[config.mk]
export PLATFORM = sky130hd
export DESIGN_NAME = wb_trace_fifo_flat
export DESIGN_NICKNAME = d
export VERILOG_FILES = /design/src/rtl/wb_trace_if.sv /design/src/rtl/wb_trace_fifo.sv /design/src/flat_wrapper.sv
export SDC_FILE = /design/constraint.sdc
export NUM_CORES = 1
export LEC_CHECK = 0
export CORE_UTILIZATION = 56
export CTS_BUF_LIST = sky130_fd_sc_hd__clkbuf_16
export CTS_CLUSTER_DIAMETER = 120
export DETAILED_ROUTE_END_ITERATION = 10
export MAX_ROUTING_LAYER = met4
export PLACE_DENSITY_LB_ADDON = 0.2
export SYNTH_ARGS = -nofsm -noshare
export SYNTH_HDL_FRONTEND = slang
export SYNTH_SLANG_ARGS = --single-unit
[constraint.sdc]
create_clock -name clk -period 15.77 [get_ports clk]
set_input_delay 3.154 -clock clk [delete_from_list [all_inputs] [get_ports clk]]
set_output_delay 3.154 -clock clk [all_outputs]
set_load 0.03 [all_outputs]
[src/rtl/wb_trace_if.sv]
// Bundle for the commit-trace buffer: writeback debug capture inputs and the
// outbound trace stream.
//   debug_wb_pc/rf_wen/rf_wnum/rf_wdata : commit observed from the core writeback
//   trace_valid/trace_ready              : stream handshake
//   trace_seq/pc/wen/wnum/wdata          : head entry presented to the consumer
// Modports: master = core/consumer side (drives commits and ready),
//           slave  = buffer side (wb_trace_fifo).
interface wb_trace_if #(
  parameter int unsigned SEQ_W = 16
) ();
  logic [31:0]      debug_wb_pc;
  logic [3:0]       debug_wb_rf_wen;
  logic [4:0]       debug_wb_rf_wnum;
  logic [31:0]      debug_wb_rf_wdata;
  logic             trace_valid;
  logic             trace_ready;
  logic [SEQ_W-1:0] trace_seq;
  logic [31:0]      trace_pc;
  logic [3:0]       trace_wen;
  logic [4:0]       trace_wnum;
  logic [31:0]      trace_wdata;

  modport master (
    output debug_wb_pc, debug_wb_rf_wen, debug_wb_rf_wnum, debug_wb_rf_wdata, trace_ready,
    input  trace_valid, trace_seq, trace_pc, trace_wen, trace_wnum, trace_wdata
  );

  modport slave (
    input  debug_wb_pc, debug_wb_rf_wen, debug_wb_rf_wnum, debug_wb_rf_wdata, trace_ready,
    output trace_valid, trace_seq, trace_pc, trace_wen, trace_wnum, trace_wdata
  );
endinterface

[src/rtl/wb_trace_fifo.sv]
// Commit-trace buffer. Captures every register-file writeback as a sequence-tagged
// entry in a circular first-word-fall-through FIFO and drains it over valid/ready.
// Dropped commits still consume a sequence number, so losses show as gaps.
// Ports:
//   clk, rst   : clock, asynchronous active-high reset
//   clr        : synchronous flush of FIFO, sequence counter and loss flags
//   tif        : wb_trace_if.slave (commit capture in, trace stream out)
//   level      : occupancy 0..DEPTH
//   ovf        : sticky, at least one commit dropped
//   drop_cnt   : dropped commits, saturating
module wb_trace_fifo #(
  parameter int unsigned DEPTH   = 16,
  parameter int unsigned AW      = 4,
  parameter bit          DROP_R0 = 1'b1,
  parameter int unsigned SEQ_W   = 16
) (
  input  logic        clk,
  input  logic        rst,
  input  logic        clr,
  wb_trace_if.slave   tif,
  output logic [AW:0] level,
  output logic        ovf,
  output logic [15:0] drop_cnt
);

  typedef struct packed {
    logic [SEQ_W-1:0] seq;
    logic [31:0]      pc;
    logic [3:0]       wen;
    logic [4:0]       wnum;
    logic [31:0]      wdata;
  } entry_t;

  localparam logic [AW:0] FullLvl = (AW+1)'(DEPTH);

  entry_t           mem [DEPTH];
  entry_t           head;
  logic [AW-1:0]    wr_ptr_q, rd_ptr_q;
  logic [AW:0]      level_q;
  logic [SEQ_W-1:0] seq_q;
  logic             ovf_q;
  logic [15:0]      drop_cnt_q;
  logic             cap, full, pop, push, drop, valid;

  always_comb begin
    cap   = (|tif.debug_wb_rf_wen) && !(DROP_R0 && (tif.debug_wb_rf_wnum == 5'd0));
    valid = (level_q != '0);
    full  = (level_q == FullLvl);
    pop   = valid && tif.trace_ready;
    // A full FIFO still accepts a commit when the head leaves in the same cycle.
    push  = cap && (!full || pop);
    drop  = cap && full && !pop;
  end

  always_ff @(posedge clk or posedge rst) begin
    if (rst) begin
      wr_ptr_q   <= '0;
      rd_ptr_q   <= '0;
      level_q    <= '0;
      seq_q      <= '0;
      ovf_q      <= 1'b0;
      drop_cnt_q <= '0;
    end else if (clr) begin
      wr_ptr_q   <= '0;
      rd_ptr_q   <= '0;
      level_q    <= '0;
      seq_q      <= '0;
      ovf_q      <= 1'b0;
      drop_cnt_q <= '0;
    end else begin
      // Pointers wrap naturally at DEPTH (power of two); full/empty come from level.
      if (push) wr_ptr_q <= wr_ptr_q + AW'(1);
      if (pop)  rd_ptr_q <= rd_ptr_q + AW'(1);
      case ({push, pop})
        2'b10:   level_q <= level_q + (AW+1)'(1);
        2'b01:   level_q <= level_q - (AW+1)'(1);
        default: level_q <= level_q;
      endcase
      // Every capture consumes a tag, including dropped ones.
      if (cap) seq_q <= seq_q + SEQ_W'(1);
      if (drop) begin
        ovf_q <= 1'b1;
        if (drop_cnt_q != 16'hFFFF) drop_cnt_q <= drop_cnt_q + 16'd1;
      end
    end
  end

  // Storage needs no reset: outputs are masked whenever the FIFO is empty.
  always_ff @(posedge clk) begin
    if (push && !clr) begin
      mem[wr_ptr_q] <= '{seq:   seq_q,
                         pc:    tif.debug_wb_pc,
                         wen:   tif.debug_wb_rf_wen,
                         wnum:  tif.debug_wb_rf_wnum,
                         wdata: tif.debug_wb_rf_wdata};
    end
  end

  always_comb begin
    head            = valid ? mem[rd_ptr_q] : '0;
    tif.trace_valid = valid;
    tif.trace_seq   = head.seq;
    tif.trace_pc    = head.pc;
    tif.trace_wen   = head.wen;
    tif.trace_wnum  = head.wnum;
    tif.trace_wdata = head.wdata;
    level           = level_q;
    ovf             = ovf_q;
    drop_cnt        = drop_cnt_q;
  end

endmodule

[src/flat_wrapper.sv]
// flat-port wrapper written by rule: the top's interface ports become plain ports
module wb_trace_fifo_flat 
#(
  parameter int unsigned DEPTH   = 16,
  parameter int unsigned AW      = 4,
  parameter bit          DROP_R0 = 1'b1,
  parameter int unsigned SEQ_W   = 16
)
  (clk, rst, clr, level, ovf, drop_cnt, tif_debug_wb_pc, tif_debug_wb_rf_wen, tif_debug_wb_rf_wnum, tif_debug_wb_rf_wdata, tif_trace_ready, tif_trace_valid, tif_trace_seq, tif_trace_pc, tif_trace_wen, tif_trace_wnum, tif_trace_wdata);
  wb_trace_if #(.SEQ_W(SEQ_W)) tif_i ();
  input  logic clk;
  input  logic rst;
  input  logic clr;
  output logic [AW:0] level;
  output logic ovf;
  output logic [15:0] drop_cnt;
  input wire logic [$bits(tif_i.debug_wb_pc)-1:0] tif_debug_wb_pc;
  input wire logic [$bits(tif_i.debug_wb_rf_wen)-1:0] tif_debug_wb_rf_wen;
  input wire logic [$bits(tif_i.debug_wb_rf_wnum)-1:0] tif_debug_wb_rf_wnum;
  input wire logic [$bits(tif_i.debug_wb_rf_wdata)-1:0] tif_debug_wb_rf_wdata;
  input wire logic [$bits(tif_i.trace_ready)-1:0] tif_trace_ready;
  output wire logic [$bits(tif_i.trace_valid)-1:0] tif_trace_valid;
  output wire logic [$bits(tif_i.trace_seq)-1:0] tif_trace_seq;
  output wire logic [$bits(tif_i.trace_pc)-1:0] tif_trace_pc;
  output wire logic [$bits(tif_i.trace_wen)-1:0] tif_trace_wen;
  output wire logic [$bits(tif_i.trace_wnum)-1:0] tif_trace_wnum;
  output wire logic [$bits(tif_i.trace_wdata)-1:0] tif_trace_wdata;
  assign tif_i.debug_wb_pc = tif_debug_wb_pc;
  assign tif_i.debug_wb_rf_wen = tif_debug_wb_rf_wen;
  assign tif_i.debug_wb_rf_wnum = tif_debug_wb_rf_wnum;
  assign tif_i.debug_wb_rf_wdata = tif_debug_wb_rf_wdata;
  assign tif_i.trace_ready = tif_trace_ready;
  assign tif_trace_valid = tif_i.trace_valid;
  assign tif_trace_seq = tif_i.trace_seq;
  assign tif_trace_pc = tif_i.trace_pc;
  assign tif_trace_wen = tif_i.trace_wen;
  assign tif_trace_wnum = tif_i.trace_wnum;
  assign tif_trace_wdata = tif_i.trace_wdata;
  wb_trace_fifo #(.DEPTH(DEPTH), .AW(AW), .DROP_R0(DROP_R0), .SEQ_W(SEQ_W)) u_core (.clk(clk), .rst(rst), .clr(clr), .tif(tif_i), .level(level), .ovf(ovf), .drop_cnt(drop_cnt));
endmodule
; ---- Word level (Yosys, flattened, before mapping)
; Memory sizes are Yosys's and may differ from the RTL's.
; Cells that the tools add are included.
[word_totals]
register_bits = 46
ramBits = 1424
input_bits = 77
out_inout_bits = 112
wordCells = 54
memories = 1
[classes]
add_sub_neg = 6
eq_ne = 4
n_mux = 16
n_reduce_logical = 21
[mem_list]
columns = memory, depth, width, rd, rd_ports_with_merged_regs, write_ports, line_no
row1 = u_core.mem, 16, 89, 1, 0, 1, wb_trace_fifo.sv:36  ; entry_t mem [DEPTH];
[op_table]
columns = cell, n
row1 = $mux W89, 1
row2 = $mux W16, 5
row3 = $add A16 B1 Y16 const B, 2
row4 = $mux W4, 4
row5 = $ne A16 B16 Y1 const B, 1
row6 = $pmux W5 S2, 1
row7 = $reduce_bool A2 Y1, 5
row8 = $add A4 B1 Y4 const B, 2
row9 = $logic_and A1 B1 Y1, 6
row10 = $add A5 B1 Y5 const B, 1
row11 = $eq A5 B5 Y1 const B, 1
row12 = $logic_not A5 Y1, 1
row13 = $mux W5, 1
row14 = $reduce_bool A5 Y1, 1
row15 = $sub A5 B1 Y5 const B, 1
row16 = $logic_not A1 Y1, 4
row17 = $mux W1, 4
row18 = $reduce_or A4 Y1, 1
row19 = $reduce_bool A3 Y1, 1
row20 = $eq A2 B1 Y1 const B, 1
row21 = $eq A2 B2 Y1 const B, 1
row22 = $reduce_and A2 Y1, 1
row23 = $logic_or A1 B1 Y1, 1

; ---- Longest topological paths before layout
[depth]
word_depth = 7
depth_mapped = 11

; ---- Worst setup path after synthesis
; No wires, ideal clock.
[synth_timing]
path_kind = input to register
startpoint = input tif_debug_wb_rf_wnum[0]
endpoint = memory u_core.mem[0][0] in the netlist's numbering, enable pin
setup_ns = 0.537
arrival_ns = 7.606
required_ns = 15.233
setup_slack_ns = 7.627
path_stages = 5
n_path_buf = 0
cell_sequence = nor4_1 -> a21o_1 -> nor2_1 -> nand2_1 -> nor2_1
[synth_via]
elab_chain_cells = 7
[synth_lines]
columns = item, line_no
row1 = start: declaration, flat_wrapper.sv:19  ; input wire logic [$bits(tif_i.debug_wb_rf_wnum)-1:0] tif_debug_wb_rf_wnum;
row2 = $logic_not A5 Y1, wb_trace_fifo.sv:46  ; cap = (|tif.debug_wb_rf_wen) && !(DROP_R0 && (tif.debug_wb_rf_wnum == 5'd0));
row3 = $logic_not A1 Y1, wb_trace_fifo.sv:46
row4 = $logic_and A1 B1 Y1, wb_trace_fifo.sv:46
row5 = $logic_and A1 B1 Y1, wb_trace_fifo.sv:51  ; push = cap && (!full || pop);
row6 = $logic_and A1 B1 Y1, wb_trace_fifo.sv:90  ; if (push && !clr) begin
row7 = $mux W1, wb_trace_fifo.sv:90
row8 = $mux W1 (implied by the code), wb_trace_fifo.sv:91  ; mem[wr_ptr_q] <= '{seq: seq_q,
row9 = end: declaration, wb_trace_fifo.sv:36
; Every way passes these cells.

; ---- Worst setup path in the final report
[layout_timing]
startpoint = register u_core.rd_ptr_q[2]
endpoint = output tif_trace_wdata[19]
[layout_via]
elab_chain_cells = 2
[layout_lines]
columns = item, line_no
row1 = start: declaration, wb_trace_fifo.sv:38  ; logic [AW-1:0] wr_ptr_q, rd_ptr_q;
row2 = start signal: assignment, wb_trace_fifo.sv:73  ; if (pop) rd_ptr_q <= rd_ptr_q + AW'(1);
row3 = $mem_v2 Z16 W89, --
row4 = $mux W89, wb_trace_fifo.sv:100  ; head = valid ? mem[rd_ptr_q] : '0;
row5 = end: declaration, flat_wrapper.sv:27  ; output wire logic [$bits(tif_i.trace_wdata)-1:0] tif_trace_wdata;
; Every way passes these cells.

==> impl_metrics.xml <==
<?xml version="1.0" encoding="UTF-8"?>
<metrics>
  <group name="drt">
    <metric name="drt_first_iter_violations" unit="">2944</metric>
    <metric name="wire_per_inst" unit="um">30.7</metric>
    <metric name="avgViaCountPerCell" unit="">6.43</metric>
    <metric name="detail_route.drc_violations" unit="">0</metric>
    <metric name="via_count" unit="">26000</metric>
    <metric name="wirelength" unit="um">124000</metric>
    <metric name="ant_nets" unit="">0</metric>
    <metric name="drt_pre_antenna_iters" unit="">7</metric>
  </group>
  <group name="clocking">
    <metric name="cts.hold.buffers_added" unit="">0</metric>
    <metric name="clock_tree.htree_level_count" unit="">4</metric>
    <metric name="post_cts_buffers" unit="">0</metric>
    <metric name="clk_path_buf_depth" unit="">3</metric>
    <metric name="cts_tree" unit="">done</metric>
    <metric name="cts.clk_slew.worst_paths" unit="ns">0.06</metric>
    <metric name="cts_inserted_buffers" unit="">146</metric>
    <metric name="insertion_delay" unit="ns">0.73</metric>
    <metric name="cts.root.buffer_cell" unit="">sky130_fd_sc_hd__clkbuf_16</metric>
    <metric name="cts.sink_count" unit="">1470</metric>
    <metric name="postCtsResizedCells" unit="">0</metric>
  </group>
  <group name="synth">
    <metric name="postSynth.asyncResetShare" unit="">0.0313</metric>
    <metric name="avgSynthCellArea" unit="um^2">24.0</metric>
    <metric name="synth_nets" unit="">2439</metric>
    <metric name="dominantRegCellSynth" unit="">sky130_fd_sc_hd__edfxtp_1</metric>
    <metric name="postSynthRegisterBits" unit="">1470</metric>
    <metric name="yosys.cell_types.count" unit="">44</metric>
    <metric name="fraction_of_the_yosys_area_taken_by_sequential_cells" unit="">0.779</metric>
    <metric name="number_of_enable_type_register_cells_in_the_synthesized_netlist" unit="">1424</metric>
    <metric name="netlist_area" unit="um^2">56400</metric>
    <metric name="synth.yosys.warnings" unit="">0</metric>
    <metric name="mapped_cells" unit="">2351</metric>
  </group>
  <group name="setup_path">
    <metric name="maximum_fanout_along_the_worst_path" unit="">67</metric>
    <metric name="rr_endpoint" unit="">u_core.mem[4][22]$_DFFE_PP_</metric>
    <metric name="critPathLaunchType" unit="">flip-flop</metric>
    <metric name="worst-path-buf-inv" unit="">4</metric>
    <metric name="cp-end-kind" unit="">output port</metric>
    <metric name="r2r.worst_path.cells" unit="">7</metric>
    <metric name="timing.critical_path.max_delay_family" unit="">buffers and inverters</metric>
    <metric name="critPathKind" unit="">flip-flop to output port</metric>
    <metric name="r2r_slack" unit="ns">11.54</metric>
    <metric name="cp.arrival" unit="ns">5.97</metric>
    <metric name="end_point_of_the_critical_path" unit="">tif_trace_wdata[19]</metric>
    <metric name="critical-path-max-stage-delay" unit="ns">0.88</metric>
    <metric name="cp_cell_sequence" unit="">buf_4, buf_4, buf_4, mux4_2, mux4_2, and2_1, clkdlybuf4s50_1</metric>
    <metric name="worst-endpoint-required" unit="ns">12.62</metric>
    <metric name="cp_common_cell" unit="">sky130_fd_sc_hd__buf_4</metric>
    <metric name="highest_delay_cell_along_the_critical_path" unit="">sky130_fd_sc_hd__buf_4</metric>
    <metric name="critical_path.reg2reg.startpoint" unit="">u_core.level[4]$_DFFE_PP0P_</metric>
    <metric name="cp.depth" unit="">7</metric>
    <metric name="worstSetupStartpoint" unit="">u_core.rd_ptr_q[2]$_DFFE_PP0P_</metric>
  </group>
  <group name="floorplan">
    <metric name="fp.dieArea" unit="um^2">102000</metric>
    <metric name="floorplan.rows" unit="">116</metric>
    <metric name="initial_core_util" unit="">0.564</metric>
    <metric name="die_width" unit="um">319</metric>
    <metric name="core_area" unit="um^2">100000</metric>
    <metric name="fp.dieH" unit="um">319</metric>
    <metric name="design.portCount" unit="">189</metric>
  </group>
  <group name="placement">
    <metric name="finalWeightedCongestion" unit="">0.769</metric>
    <metric name="hpwlAfterDp" unit="um">61700</metric>
    <metric name="portBuffers" unit="">188</metric>
    <metric name="numPlacedInstances" unit="">3772</metric>
  </group>
  <group name="min_path">
    <metric name="hold_path.class" unit="">flip-flop to flip-flop</metric>
    <metric name="worstHoldPathCells" unit="">2</metric>
  </group>
  <group name="final_layout">
    <metric name="layout.filler_cells" unit="">6292</metric>
    <metric name="synthToLayoutAreaGrowth" unit="%">14.5</metric>
    <metric name="fin_nets" unit="">2710</metric>
    <metric name="postLayoutCoreUtil" unit="">0.646</metric>
    <metric name="instances_no_fill" unit="">4038</metric>
    <metric name="post_route_cells_drive_above_1_share" unit="">0.264</metric>
  </group>
  <group name="sta">
    <metric name="hold_viol" unit="">0</metric>
    <metric name="timing.final.crit_period" unit="ns">9.13</metric>
    <metric name="tightestPinTransition" unit="ns">1.36</metric>
    <metric name="slew-limit-headroom" unit="">0.0928</metric>
    <metric name="fmaxAchievable" unit="MHz">110</metric>
    <metric name="final_min_period_over_clock_period" unit="">0.579</metric>
    <metric name="report.final.slew_viol_count" unit="">0</metric>
    <metric name="setup_viol_count_final" unit="">0</metric>
    <metric name="skew" unit="ns">0.0161</metric>
    <metric name="final.setup.tns" unit="ns">0</metric>
    <metric name="grt_setup_unrepaired" unit="">false</metric>
    <metric name="hold_ws" unit="ns">0.547</metric>
  </group>
  <group name="job">
    <metric name="cap_viol_max_count" unit="">0</metric>
  </group>
  <group name="power_and_ir_drop">
    <metric name="power_density" unit="nW/um^2">153</metric>
    <metric name="leakage" unit="nW">20.2</metric>
    <metric name="power.ir.vdd_worst" unit="uV">88.7</metric>
  </group>
  <group name="grt">
    <metric name="grt_pass1_vias" unit="">27400</metric>
    <metric name="overflow" unit="">0</metric>
    <metric name="grt_max_degree" unit="">80</metric>
    <metric name="number_of_antenna_violations_at_the_first_check_in_global_routing" unit="">9</metric>
    <metric name="grt_pass1_wl" unit="um">183000</metric>
    <metric name="grt_util_all_layers" unit="">0.258</metric>
  </group>
  <group name="status">
    <metric name="result_of_the_run" unit="">finished, final reports clean</metric>
  </group>
</metrics>
-- cells by family (layout without fill, tap and decap cells) --
| group | count (synthesis) | count (layout) | share of synthesized area |
|---|---|---|---|
| multiplexers | 452 | 452 | 0.179 |
| flip-flops | 1470 | 1470 | 0.779 |
| AND/OR/NAND/NOR | 219 | 219 | 0.0215 |
| AO/OA/AOI/OAI | 44 | 44 | 0.00477 |
| other | 0 | 8 | 0 |
| XOR/XNOR | 25 | 25 | 0.00388 |
| adder cells (fa/ha/maj) | 11 | 11 | 0.00257 |
| buffers and inverters | 130 | 511 | 0.00974 |
-- synthesized netlist by cell type, drive strengths merged (5+ instances only) --
| library cell | number | area [um^2] |
|---|---|---|
| nand4 | 8 | 50.1 |
| nor2 | 52 | 195 |
| buf | 44 | 226 |
| inv | 12 | 45.0 |
| or4 | 5 | 41.3 |
| edfxtp | 1424 | 42800 |
| nand3 | 15 | 75.1 |
| mux2i | 6 | 60.1 |
| or3 | 12 | 75.1 |
| a21oi | 21 | 109 |
| xor2 | 15 | 131 |
| nand2 | 22 | 82.6 |
| ha | 10 | 125 |
| o21ai | 9 | 45.0 |
| dfrtp | 46 | 1150 |
| clkbuf | 74 | 278 |
| and2 | 90 | 563 |
| xnor2 | 10 | 87.6 |
| mux4 | 445 | 10000 |
-- routing by layer --
| metal | share of wire | wire length [um] | GRT usage | vias to the layer above |
|---|---|---|---|---|
| met2 | 0.50 | 61800 | 0.401 | 1055 |
| li1 | - | - | - | 10600 |
| met3 | 0.068 | 8420 | 0.0407 | 163 |
| met5 | 0 | 0 | - | - |
| met1 | 0.42 | 51800 | 0.364 | 14200 |
| met4 | 0.016 | 1980 | 0.0654 | 0 |
-- where the power goes --
| part | switching, W | internal [W] |
|---|---|---|
| sequential | 0.0000580 | 0.00436 |
| clock | 0.00139 | 0.00194 |
| combinational | 0.00112 | 0.000992 |
-- state kept, by name (all words and copies together), names as in the netlist --
| signal | flops |
|---|---|
| u_core.seq_q | 16 |
| u_core.mem | 1424 |
| u_core.level | 5 |
| u_core.rd_ptr_q | 4 |
| u_core.drop_cnt | 16 |
| u_core.wr_ptr_q | 4 |
| u_core.ovf | 1 |
-- worst reg2reg max path, cell delays in order, from the launching register on --
cell                      delay [ns]
sky130_fd_sc_hd__dfrtp_1        0.43
sky130_fd_sc_hd__inv_1          0.26
sky130_fd_sc_hd__nor3_4         0.11
sky130_fd_sc_hd__nor2_1         0.31
sky130_fd_sc_hd__nand2_1        0.35
sky130_fd_sc_hd__nor2_4         0.87
sky130_fd_sc_hd__buf_4          0.58
sky130_fd_sc_hd__buf_4          0.87
-- layout by cell type, fill, tap and decap left out, types with 2 or more instances in the layout --
master	count
sky130_fd_sc_hd__or4_1	4
sky130_fd_sc_hd__nand3_1	15
sky130_fd_sc_hd__nand2_1	22
sky130_fd_sc_hd__clkinv_2	19
sky130_fd_sc_hd__dfrtp_4	4
sky130_fd_sc_hd__and2_1	90
sky130_fd_sc_hd__inv_6	2
sky130_fd_sc_hd__a211oi_1	2
sky130_fd_sc_hd__ha_1	10
sky130_fd_sc_hd__xnor2_1	10
sky130_fd_sc_hd__o31ai_1	4
sky130_fd_sc_hd__mux2i_1	6
sky130_fd_sc_hd__nor4_1	2
sky130_fd_sc_hd__nor2_1	36
sky130_fd_sc_hd__diode_2	8
sky130_fd_sc_hd__clkinvlp_4	4
sky130_fd_sc_hd__clkinv_1	36
sky130_fd_sc_hd__a21o_1	2
sky130_fd_sc_hd__or3_1	12
sky130_fd_sc_hd__o21ai_0	9
sky130_fd_sc_hd__edfxtp_1	1424
sky130_fd_sc_hd__bufinv_16	12
sky130_fd_sc_hd__nor2b_1	2
sky130_fd_sc_hd__inv_1	42
sky130_fd_sc_hd__dfrtp_1	42
sky130_fd_sc_hd__clkdlybuf4s50_1	187
sky130_fd_sc_hd__clkbuf_16	153
sky130_fd_sc_hd__nand4_1	8
sky130_fd_sc_hd__mux4_2	445
sky130_fd_sc_hd__a21oi_1	20
sky130_fd_sc_hd__buf_4	52
sky130_fd_sc_hd__nor2_4	16
sky130_fd_sc_hd__and4_1	4
sky130_fd_sc_hd__xor2_1	15
-- how the worst min path moves through the flow --
stage / startpoint / to / slack, ns
5_1_grt: u_core.ovf$_DFFE_PP0P_ / u_core.ovf$_DFFE_PP0P_ / 0.56
6_report: u_core.ovf$_DFFE_PP0P_ / u_core.ovf$_DFFE_PP0P_ / 0.55
3_3_place_gp: u_core.ovf$_DFFE_PP0P_ / u_core.ovf$_DFFE_PP0P_ / 0.53
4_1_cts: u_core.ovf$_DFFE_PP0P_ / u_core.ovf$_DFFE_PP0P_ / 0.55
3_5_place_dp: u_core.ovf$_DFFE_PP0P_ / u_core.ovf$_DFFE_PP0P_ / 0.53
2_1_floorplan: u_core.wr_ptr_q[3]$_DFFE_PP0P_ / u_core.wr_ptr_q[3]$_DFFE_PP0P_ / 0.56
-- metrics by stage --
step | worst slack, ns | area, um^2 | total power, W
final | 6.64 | 64600 | 0.00986
after global routing | 6.38 | 64600 | 0.0102
after CTS | 6.55 | 64600 | 0.00996
after detailed placement | 7.34 | 60000 | 0.00665
after global placement | 7.37 | 60000 | 0.00662
after floorplan | 7.63 | 56400 | 0.00593
-- area by class of cell --
| class | count | area, um^2 | share of cell area |
|---|---|---|---|
| multi-input combinational | 751 | 12100 | 0.187 |
| tap | 1298 | 1620 | 0.0251 |
| clock buffer | 153 | 3830 | 0.0593 |
| clock inverter | 105 | 774 | 0.0120 |
| inverter | 12 | 45.0 | 0.000697 |
| timing repair buffer | 241 | 2290 | 0.0354 |
| antenna | 8 | 20.0 | 0.000310 |
| sequential | 1470 | 43900 | 0.680 |
No activity file was read; power rests on OpenSTA's default activity.
